==> src/rtl/seletor_operador_if.sv <==
// Key inputs and operator outputs of the ULA operator selector.
// The bench drives the keys through the master modport.
interface seletor_operador_if;
  logic       btn_next;
  logic       btn_prev;
  logic       btn_confirm;
  logic [2:0] op_sel;
  logic [2:0] op_lock;
  logic       locked;
  logic       confirm_pulse;

  modport master (
    output btn_next, btn_prev, btn_confirm,
    input  op_sel, op_lock, locked, confirm_pulse
  );

  modport slave (
    input  btn_next, btn_prev, btn_confirm,
    output op_sel, op_lock, locked, confirm_pulse
  );
endinterface

==> src/rtl/seletor_operador.sv <==
// ULA operator selector: debounces three active-low keys, steps a 3-bit operator code
// through 000..110, and latches it as the active operation on confirm.
module seletor_operador #(
  parameter int unsigned DEB_CYCLES = 50000
) (
  input logic               clk,
  input logic               rst_n,
  seletor_operador_if.slave bus
);
  localparam int unsigned CntW  = $clog2(DEB_CYCLES + 1);
  localparam logic [2:0]  OpMax = 3'b110;

  typedef enum logic {SELECT = 1'b0, LOCKED = 1'b1} state_t;

  logic [2:0] rawBtn;
  logic [2:0] pressEvt;

  assign rawBtn = {bus.btn_confirm, bus.btn_prev, bus.btn_next};

  for (genvar b = 0; b < 3; b++) begin : g_btn
    logic            sync1_q;
    logic            sync2_q;
    logic [1:0]      syncValid_q;
    logic            level_q;
    logic            levelDly_q;
    logic            armed_q;
    logic [CntW-1:0] cnt_q;

    // A key only arms once a genuine released level has come through the synchronizer,
    // so a key held across reset cannot fire until it is released and pressed again.
    always_ff @(posedge clk or negedge rst_n) begin
      if (!rst_n) begin
        sync1_q     <= 1'b1;
        sync2_q     <= 1'b1;
        syncValid_q <= 2'b00;
        level_q     <= 1'b1;
        levelDly_q  <= 1'b1;
        armed_q     <= 1'b0;
        cnt_q       <= '0;
      end else begin
        sync1_q     <= rawBtn[b];
        sync2_q     <= sync1_q;
        syncValid_q <= {syncValid_q[0], 1'b1};
        levelDly_q  <= level_q;
        if (syncValid_q[1] && sync2_q) begin
          armed_q <= 1'b1;
        end
        if (sync2_q == level_q) begin
          cnt_q <= '0;
        end else if (cnt_q == CntW'(DEB_CYCLES)) begin
          level_q <= sync2_q;
          cnt_q   <= '0;
        end else begin
          cnt_q <= cnt_q + CntW'(1);
        end
      end
    end

    assign pressEvt[b] = levelDly_q & ~level_q & armed_q;
  end

  state_t     state_q, state_d;
  logic [2:0] opSel_q, opSel_d;
  logic [2:0] opLock_q, opLock_d;
  logic       locked_q, locked_d;
  logic       pulse_q, pulse_d;

  always_ff @(posedge clk or negedge rst_n) begin
    if (!rst_n) begin
      state_q  <= SELECT;
      opSel_q  <= 3'b000;
      opLock_q <= 3'b000;
      locked_q <= 1'b0;
      pulse_q  <= 1'b0;
    end else begin
      state_q  <= state_d;
      opSel_q  <= opSel_d;
      opLock_q <= opLock_d;
      locked_q <= locked_d;
      pulse_q  <= pulse_d;
    end
  end

  // Confirm wins over next/prev in the same cycle; next and prev together cancel.
  always_comb begin
    state_d  = state_q;
    opSel_d  = opSel_q;
    opLock_d = opLock_q;
    locked_d = locked_q;
    pulse_d  = 1'b0;
    case (state_q)
      SELECT: begin
        if (pressEvt[2]) begin
          opLock_d = opSel_q;
          locked_d = 1'b1;
          pulse_d  = 1'b1;
          state_d  = LOCKED;
        end else if (pressEvt[0] && !pressEvt[1]) begin
          opSel_d = (opSel_q == OpMax) ? 3'b000 : opSel_q + 3'd1;
        end else if (pressEvt[1] && !pressEvt[0]) begin
          opSel_d = (opSel_q == 3'b000) ? OpMax : opSel_q - 3'd1;
        end
      end
      LOCKED: begin
        if (pressEvt[2]) begin
          locked_d = 1'b0;
          state_d  = SELECT;
        end
      end
      default: begin
        state_d = SELECT;
      end
    endcase
  end

  assign bus.op_sel        = opSel_q;
  assign bus.op_lock       = opLock_q;
  assign bus.locked        = locked_q;
  assign bus.confirm_pulse = pulse_q;
endmodule

==> src/flat_wrapper.sv <==
// flat-port wrapper written by rule: the top's interface ports become plain ports
module seletor_operador_flat 
#(
  parameter int unsigned DEB_CYCLES = 50000
)
  (clk, rst_n, bus_btn_next, bus_btn_prev, bus_btn_confirm, bus_op_sel, bus_op_lock, bus_locked, bus_confirm_pulse);
  seletor_operador_if bus_i ();
  input logic clk;
  input logic rst_n;
  input wire logic [$bits(bus_i.btn_next)-1:0] bus_btn_next;
  input wire logic [$bits(bus_i.btn_prev)-1:0] bus_btn_prev;
  input wire logic [$bits(bus_i.btn_confirm)-1:0] bus_btn_confirm;
  output wire logic [$bits(bus_i.op_sel)-1:0] bus_op_sel;
  output wire logic [$bits(bus_i.op_lock)-1:0] bus_op_lock;
  output wire logic [$bits(bus_i.locked)-1:0] bus_locked;
  output wire logic [$bits(bus_i.confirm_pulse)-1:0] bus_confirm_pulse;
  assign bus_i.btn_next = bus_btn_next;
  assign bus_i.btn_prev = bus_btn_prev;
  assign bus_i.btn_confirm = bus_btn_confirm;
  assign bus_op_sel = bus_i.op_sel;
  assign bus_op_lock = bus_i.op_lock;
  assign bus_locked = bus_i.locked;
  assign bus_confirm_pulse = bus_i.confirm_pulse;
  seletor_operador #(.DEB_CYCLES(DEB_CYCLES)) u_core (.clk(clk), .rst_n(rst_n), .bus(bus_i));
endmodule
==> config.mk <==
export PLATFORM = sky130hd
export DESIGN_NAME = seletor_operador_flat
export DESIGN_NICKNAME = d
export VERILOG_FILES = /design/src/rtl/seletor_operador_if.sv /design/src/rtl/seletor_operador.sv /design/src/flat_wrapper.sv
export SDC_FILE = /design/constraint.sdc
export NUM_CORES = 1
export LEC_CHECK = 0
export ABC_CLOCK_PERIOD_IN_PS = 3130
export CORE_ASPECT_RATIO = 1.75
export CORE_MARGIN = 4
export CORE_UTILIZATION = 55
export DETAILED_ROUTE_END_ITERATION = 7
export GPL_ROUTABILITY_DRIVEN = 1
export PLACE_DENSITY = 0.79
export SYNTH_ARGS = -nofsm -noshare
export SYNTH_HDL_FRONTEND = slang
export SYNTH_SLANG_ARGS = --single-unit
==> constraint.sdc <==
create_clock -name clk -period 3.13 [get_ports clk]
set_clock_uncertainty 0.05 [all_clocks]
set_input_delay 0.626 -clock clk [delete_from_list [all_inputs] [get_ports clk]]
set_output_delay 0.626 -clock clk [all_outputs]
set_load 0.1 [all_outputs]
==> impl_metrics.csv, run 1 <==
group,metric,value,unit
clock_network,clockBufferDepth,2,
placement,portBuffers,12,
floorplanning,initial_core_util,0.5730,
worst_setup_path,criticalPathCategory,"reg -> reg",
floorplanning,die-width,67.63,um
layout,utilization,0.6313,
global_routing,met3_usage,0.03904,
global_routing,grt_pass1_vias,2283,
timing,final_max_slew_viol_count,0,
global_routing,grt_use_total,0.1769,
routing,firstDrtPassIters,4,
yosys,yosysWarnings,0,
clock_network,clock_sinks,74,
layout,diodes,0,
timing,fin_crit_sh,0.6194,
placement,dp_hpwl,4.021,mm
clock_network,htree_levels,3,
flow_run,maxCapViolations,0,
routing,drtIter0Drc,91,
global_routing,gr-total-overflow,0,
clock_network,cts.clk_slew.worst_paths,0.07,ns
global_routing,grt_antenna_before_repair,0,
floorplanning,die-height,112.3,um
yosys,avgSynthCellArea,10.69,um2
routing,vias,2266,
worst_setup_path,critPathArrivalTime,2.10,ns
worst_setup_path,critPathBufInv,1,
floorplanning,io_pins,13,
worst_setup_path,start_kind,"flip-flop",
layout,postLayoutCellArea,3770,um2
clock_network,clockRootBuffer,"clkbuf_8",
worst_setup_path,slowest_stage,"nand2_1",
global_routing,grt_pass1_wl,10.25,mm
yosys,synth.distinct_cells,33,
timing,hold_viol,0,
global_routing,met1_usage,0.2060,
layout,fillCellCount,470,
outcome,status,"completed",
clock_network,postCtsSetupBuffers,0,
clock_network,cts_tree,"built",
worst_setup_path,crit_family,"simple AND/OR/NAND/NOR gates",
timing,fin_setup_tns,0,ns
placement,postPlaceCellArea,3615,um2
power,p_leak,1.563,nW
clock_network,cts.repair.resized,0,
layout,final_common_cell,"dfrtp_1",
layout,area_growth,10.16,%
timing,setup_viol,0,
placement,gp_congestion,0.8031,
clock_network,insertion_delay,0.34,ns
global_routing,grt_use_met2,0.2973,
worst_setup_path,cp.required,3.29,ns
clock_network,cts_made_buffers,9,
yosys,syn_inst,320,
floorplanning,core,5972,um2
yosys,synthArstFlopShare,1.000,
timing,tightest_slew,0.7887,ns
timing,max_slew_margin,0.4742,
global_routing,busiest_layer,"met2",
routing,wl,5.697,mm
timing,max_clock_freq,0.5158,GHz
global_routing,grt_max_degree,41,
floorplanning,rows,37,
layout,final_cell_mix,"dfrtp_1 (62), nor2_1 (58), xnor2_1 (37)",
yosys,syn_area,3422,um2
worst_setup_path,crit_path_end_kind,"flip-flop",
floorplanning,die-area,7597,um2
routing,antenna_left,0,
routing,wire_per_inst,13.47,um
layout,drive_above_1_share,0.1304,
yosys,synth_edf_count,0,
yosys,synth_seq_cells,74,
routing,drc,0,
worst_setup_path,cp_max_fo,15,
power,vdd_drop_max,387.7,uV
worst_setup_path,cp_cell_sequence,"inv_1 > ha_1 > nor4b_1 > nand4_1 > nand2_1 > nor2_1",
worst_setup_path,slowest_delay,0.45,ns
routing,avgViaCountPerCell,5.357,
power,powerDensity,437.8,nW/um2
timing,fin_crit,1.939,ns
yosys,ys_seq_area_frac,0.5455,
min_path,hold_class,"reg -> reg",
layout,nets,360,
timing,rsz0062_at_grt,"false",
yosys,synth_ff_type,"dfrtp_1",
yosys,synth_nets,340,
clock_network,ctsHoldBuffers,0,
[routing by layer]
| layer | vias up | wire, um |
|---|---|---|
| met5 | - | 0 |
| met4 | 0 | 103 |
| met3 | 12 | 182 |
| met2 | 42 | 3008 |
| met1 | 1092 | 2402 |
| li1 | 1120 | - |
[cell families after synthesis]
| kind of cell | count (synthesis) | share of synthesized area |
|---|---|---|
| buf+inv | 23 | 0.02669 |
| mux | 7 | 0.02304 |
| simple gates | 143 | 0.2095 |
| flops | 74 | 0.5455 |
| fa+ha+maj | 15 | 0.05484 |
| other cells | 1 | 0.001096 |
| compound gates | 12 | 0.02413 |
| xor+xnor | 45 | 0.1152 |
[per-stage QoR]
step | cells | hold slack, ns | setup WS (ns) | power, W
after floorplan | 320 | 0.2804 | 0.9986 | 0.001032
after global placement | 407 | 0.2841 | 1.276 | 0.001065
after detailed placement | 407 | 0.2956 | 1.238 | 0.001068
after CTS | 423 | 0.3065 | 1.154 | 0.001673
after global routing | 423 | 0.3155 | 0.9765 | 0.001727
final | 423 | 0.3050 | 1.191 | 0.001650
[cells in the mapped netlist (4+ instances only)]
cell	number	area, um2
dfrtp_1	62	1551
nor2_1	58	217.7
xnor2_1	37	324.1
inv_1	18	67.56
nand2_1	16	60.06
ha_1	15	187.7
nand3_1	15	75.07
nor4_1	13	81.33
dfstp_2	12	315.3
nand4_1	12	75.07
nor3_1	10	50.05
xor2_1	8	70.07
mux2_2	7	78.83
buf_2	4	20.02
nor4bb_1	4	40.04
[final cells by class]
class | instances | area, um2 | area share
Tap cell | 78 | 97.59 | 0.02589
Timing Repair Buffer | 13 | 115.1 | 0.03053
Clock inverter | 4 | 20.02 | 0.005310
Inverter | 19 | 71.32 | 0.01892
Multi-Input combinational cell | 223 | 1464 | 0.3883
Clock buffer | 12 | 135.1 | 0.03584
Sequential cell | 74 | 1867 | 0.4952
[final timing paths]
check | from | end | slack (ns) | cells after the start
max reg2reg | u_core.g_btn[0].cnt_q[0]$_DFF_PN0_ | u_core.g_btn[0].cnt_q[11]$_DFF_PN0_ | 1.19 | 6
min reg2reg | u_core.g_btn[2].sync1_q$_DFF_PN1_ | u_core.g_btn[2].sync2_q$_DFF_PN1_ | 0.31 | 0
max in group asynchronous | rst_n | u_core.g_btn[1].sync2_q$_DFF_PN1_ | 1.97 | 2
max | u_core.g_btn[0].cnt_q[0]$_DFF_PN0_ | u_core.g_btn[0].cnt_q[11]$_DFF_PN0_ | 1.19 | 6
min in group asynchronous | rst_n | u_core.g_btn[0].cnt_q[5]$_DFF_PN0_ | 0.32 | 1
min | u_core.g_btn[2].sync1_q$_DFF_PN1_ | u_core.g_btn[2].sync2_q$_DFF_PN1_ | 0.31 | 0
[worst register-to-register path, stage by stage, from the launching register on]
cell     delay [ns]
dfrtp_1        0.42
inv_1          0.08
ha_1           0.16
nor4b_1        0.32
nand4_1        0.22
nand2_1        0.45
nor2_1         0.12
[power by group]
group          internal, W  leakage [nW]  switching [W]  total [W]
clock network     0.000283        0.0839       0.000318   0.000601
logic            0.0000203         0.516      0.0000383  0.0000585
registers         0.000974         0.963      0.0000162   0.000990
[flip-flops by register name, summed over array words and instances (netlist names)]
signal / flops
u_core.g_btn.level_q: 3
u_core.g_btn.levelDly_q: 3
u_core.bus.locked: 1
u_core.g_btn.sync2_q: 3
u_core.state_q: 1
u_core.g_btn.sync1_q: 3
u_core.bus.op_sel: 3
u_core.bus.confirm_pulse: 1
u_core.g_btn.armed_q: 3
u_core.g_btn.cnt_q: 48
u_core.bus.op_lock: 3
u_core.g_btn.syncValid_q: 2
No activity file was read; power rests on OpenSTA's default activity.
==> run 2: changes to the inputs <==
ABC_CLOCK_PERIOD_IN_PS = 1600   (was 3130)
CORE_UTILIZATION = 54   (was 55)
PLACE_DENSITY = 0.81   (was 0.79)
clock period = 1.6 ns   (was 3.13 ns; I/O delays follow)
==> impl_metrics.csv, run 2 (synthesized netlist as in run 1, its figures left out) <==
group,metric,value,unit
worst_setup_path,ff2ff_path_depth,6,
layout,utilization,0.7429,
placement,dp_hpwl,4.570,mm
routing,antenna_left,0,
timing,worst_slack,-0.2103,ns
placement,gp_congestion,0.8562,
global_routing,grt_antenna_before_repair,0,
global_routing,grt_use_total,0.1910,
worst_setup_path,start_kind,"flip-flop",
routing,wl,8.116,mm
routing,wire_per_inst,17.45,um
clock_network,cts.clk_slew.worst_paths,0.07,ns
outcome,status,"complete, but fails checks",
worst_setup_path,crit_path_start,"u_core.g_btn[0].levelDly_q$_DFF_PN1_",
power,pwr-share-seq,0.568,
floorplanning,core,6181,um2
worst_setup_path,r2r-end,"u_core.bus.op_sel[0]$_DFFE_PN0P_",
placement,pre_cts_slack,-0.1495,ns
layout,fillCellCount,370,
routing,drtIter0Drc,105,
timing,fin_crit_sh,1.131,
global_routing,grt_pass1_wl,11.07,mm
power,switching_share,0.2361,
layout,area_growth,34.19,%
worst_setup_path,r2r_slack,-0.21,ns
worst_setup_path,r2r-start,"u_core.g_btn[0].levelDly_q$_DFF_PN1_",
power,clkPwrFrac,0.371,
power,vdd_drop_max,702.8,uV
power,comb_power_share,0.062,
clock_network,clock_sinks,74,
clock_network,htree_levels,3,
clock_network,clockRootBuffer,"clkbuf_8",
placement,dp_cells,435,
floorplanning,die-width,68.18,um
floorplanning,io_pins,13,
timing,final_max_slew_viol_count,0,
floorplanning,die-height,113.3,um
worst_setup_path,worst-path-stages,6,
global_routing,gr-total-overflow,0,
global_routing,grt_pass1_vias,2632,
placement,portBuffers,12,
worst_setup_path,cp.required,1.82,ns
clock_network,insertion_delay,0.35,ns
timing,max_clock_freq,0.5524,GHz
worst_setup_path,cp_max_fo,3,
timing,fin_hold_ws,0.3036,ns
worst_setup_path,critPathArrivalTime,2.04,ns
worst_setup_path,crit_family,"flip-flops",
worst_setup_path,criticalPathCategory,"reg -> reg",
clock_network,cts_made_buffers,9,
worst_setup_path,cp_cell_sequence,"nand2_1 > nor2_1 > ha_1 > or3_4 > a311o_1 > o21ai_2",
layout,drive_above_1_share,0.3532,
worst_setup_path,slowest_delay,0.51,ns
layout,regMostFlops,"u_core.g_btn.cnt_q",
routing,firstDrtPassIters,4,
layout,fin_cells,465,
layout,final_cell_mix,"dfrtp_1 (60), nor2_1 (36), xnor2_1 (34)",
flow_run,maxCapViolations,0,
timing,setup_viol,20,
worst_setup_path,critPathBufInv,0,
timing,fin_crit,1.810,ns
outcome,violations,"negative setup slack",
worst_setup_path,slowest_stage,"dfstp_2",
worst_setup_path,crit_path_end_kind,"flip-flop",
floorplanning,rows,38,
min_path,hold_class,"reg -> reg",
layout,largest_reg_flops,48,
global_routing,grt_max_degree,29,
floorplanning,initial_core_util,0.5536,
clock_network,cts_tree,"built",
clock_network,clockBufferDepth,2,
power,p_int,0.002608,W
routing,vias,2634,
power,powerDensity,743.4,nW/um2
power,p_leak,1.829,nW
routing,avgViaCountPerCell,5.665,
layout,diodes,0,
layout,final_common_cell,"dfrtp_1",
layout,nets,400,
routing,drc,0,
timing,hold_viol,0,
floorplanning,die-area,7725,um2
worst_setup_path,endpoint,"u_core.bus.op_sel[0]$_DFFE_PN0P_",
power,switching_power,0.0008058,W
timing,rsz0062_at_grt,"true",
run 2: changes by cell type in the layout (fill, tap and decap cells not counted), moves of 4 or more:
cell / before / now
buf_12: 1 / 12
buf_4: 8 / 33
ha_1: 15 / 10
ha_2: 0 / 5
nor2_1: 58 / 36
nor2_4: 0 / 20
nor3_1: 10 / 6
nor4_1: 13 / 6
nor4_2: 0 / 5
run 2: worst min path at each step:
stage	startpoint	endpoint	slack (ns)	depth (start not counted)
2_1_floorplan	rst_n	u_core.bus.confirm_pulse$_DFF_PN0_	-0.03	0
3_3_place_gp	rst_n	u_core.g_btn[1].cnt_q[9]$_DFF_PN0_	0.19	1
3_5_place_dp	rst_n	u_core.g_btn[1].cnt_q[10]$_DFF_PN0_	0.19	1
4_1_cts	bus_btn_confirm	u_core.g_btn[2].sync1_q$_DFF_PN1_	0.30	1
5_1_grt	bus_btn_prev	u_core.g_btn[1].sync1_q$_DFF_PN1_	0.30	1
6_report	u_core.g_btn[0].syncValid_q[0]$_DFF_PN0_	u_core.g_btn[0].syncValid_q[1]$_DFF_PN0_	0.30	0
run 2: cell type report:
cell class                 instances  area [um2]  share of cell area
clock buffer                      14       152.6             0.03324
tap                               80       100.1             0.02180
multi-input combinational        223        1813              0.3948
inverter                          19       71.32             0.01553
clock inverter                     2       12.51            0.002725
sequential                        74        1872              0.4076
timing repair buffer              53       570.5              0.1243
run 2: layer usage:
metal | vias up | routed length (um) | track usage
li1 | 1205 | - | -
met1 | 1356 | 3027 | 0.1960
met2 | 46 | 4530 | 0.3305
met3 | 27 | 224 | 0.05561
met4 | 0 | 333 | 0.1089
met5 | - | 0 | 0
run 2: metrics by stage:
step | area (um2) | power [W] | TNS (ns)
after floorplan | 3427 | 0.002018 | -0.3544
after global placement | 3930 | 0.002109 | -0.2921
after detailed placement | 3930 | 0.002118 | -0.4050
after CTS | 4161 | 0.003391 | -0.3483
final | 4592 | 0.003414 | -0.8383
after global routing | 4592 | 0.003548 | -3.326
run 2: power by group through the flow:
stage	combinational [W]	clock (W)	sequential, W
after floorplan	0.0000545	0	0.00196
after global placement	0.000140	0	0.00197
after detailed placement	0.000148	0	0.00197
after CTS	0.000166	0.00129	0.00193
after global routing	0.000231	0.00138	0.00194
final	0.000211	0.00127	0.00194
run 2: repair_timing:
item | CTS | global route
hold endpoints to repair | 9 | 0
resized for setup | 5 | 82
gates cloned | 0 | 0
hold buffers | 1 | 0
buffers inserted | 4 | 9
endpoints found under the setup margin | 34 | 51
pin swaps | 4 | 40
run 2: worst reg2reg max path, delay by kind of cell (launching register included):
family	cells	cell delay, ns
AO/OA/AOI/OAI	2	0.43
adder cells (fa/ha/maj)	1	0.24
flip-flops	1	0.51
AND/OR/NAND/NOR	3	0.49
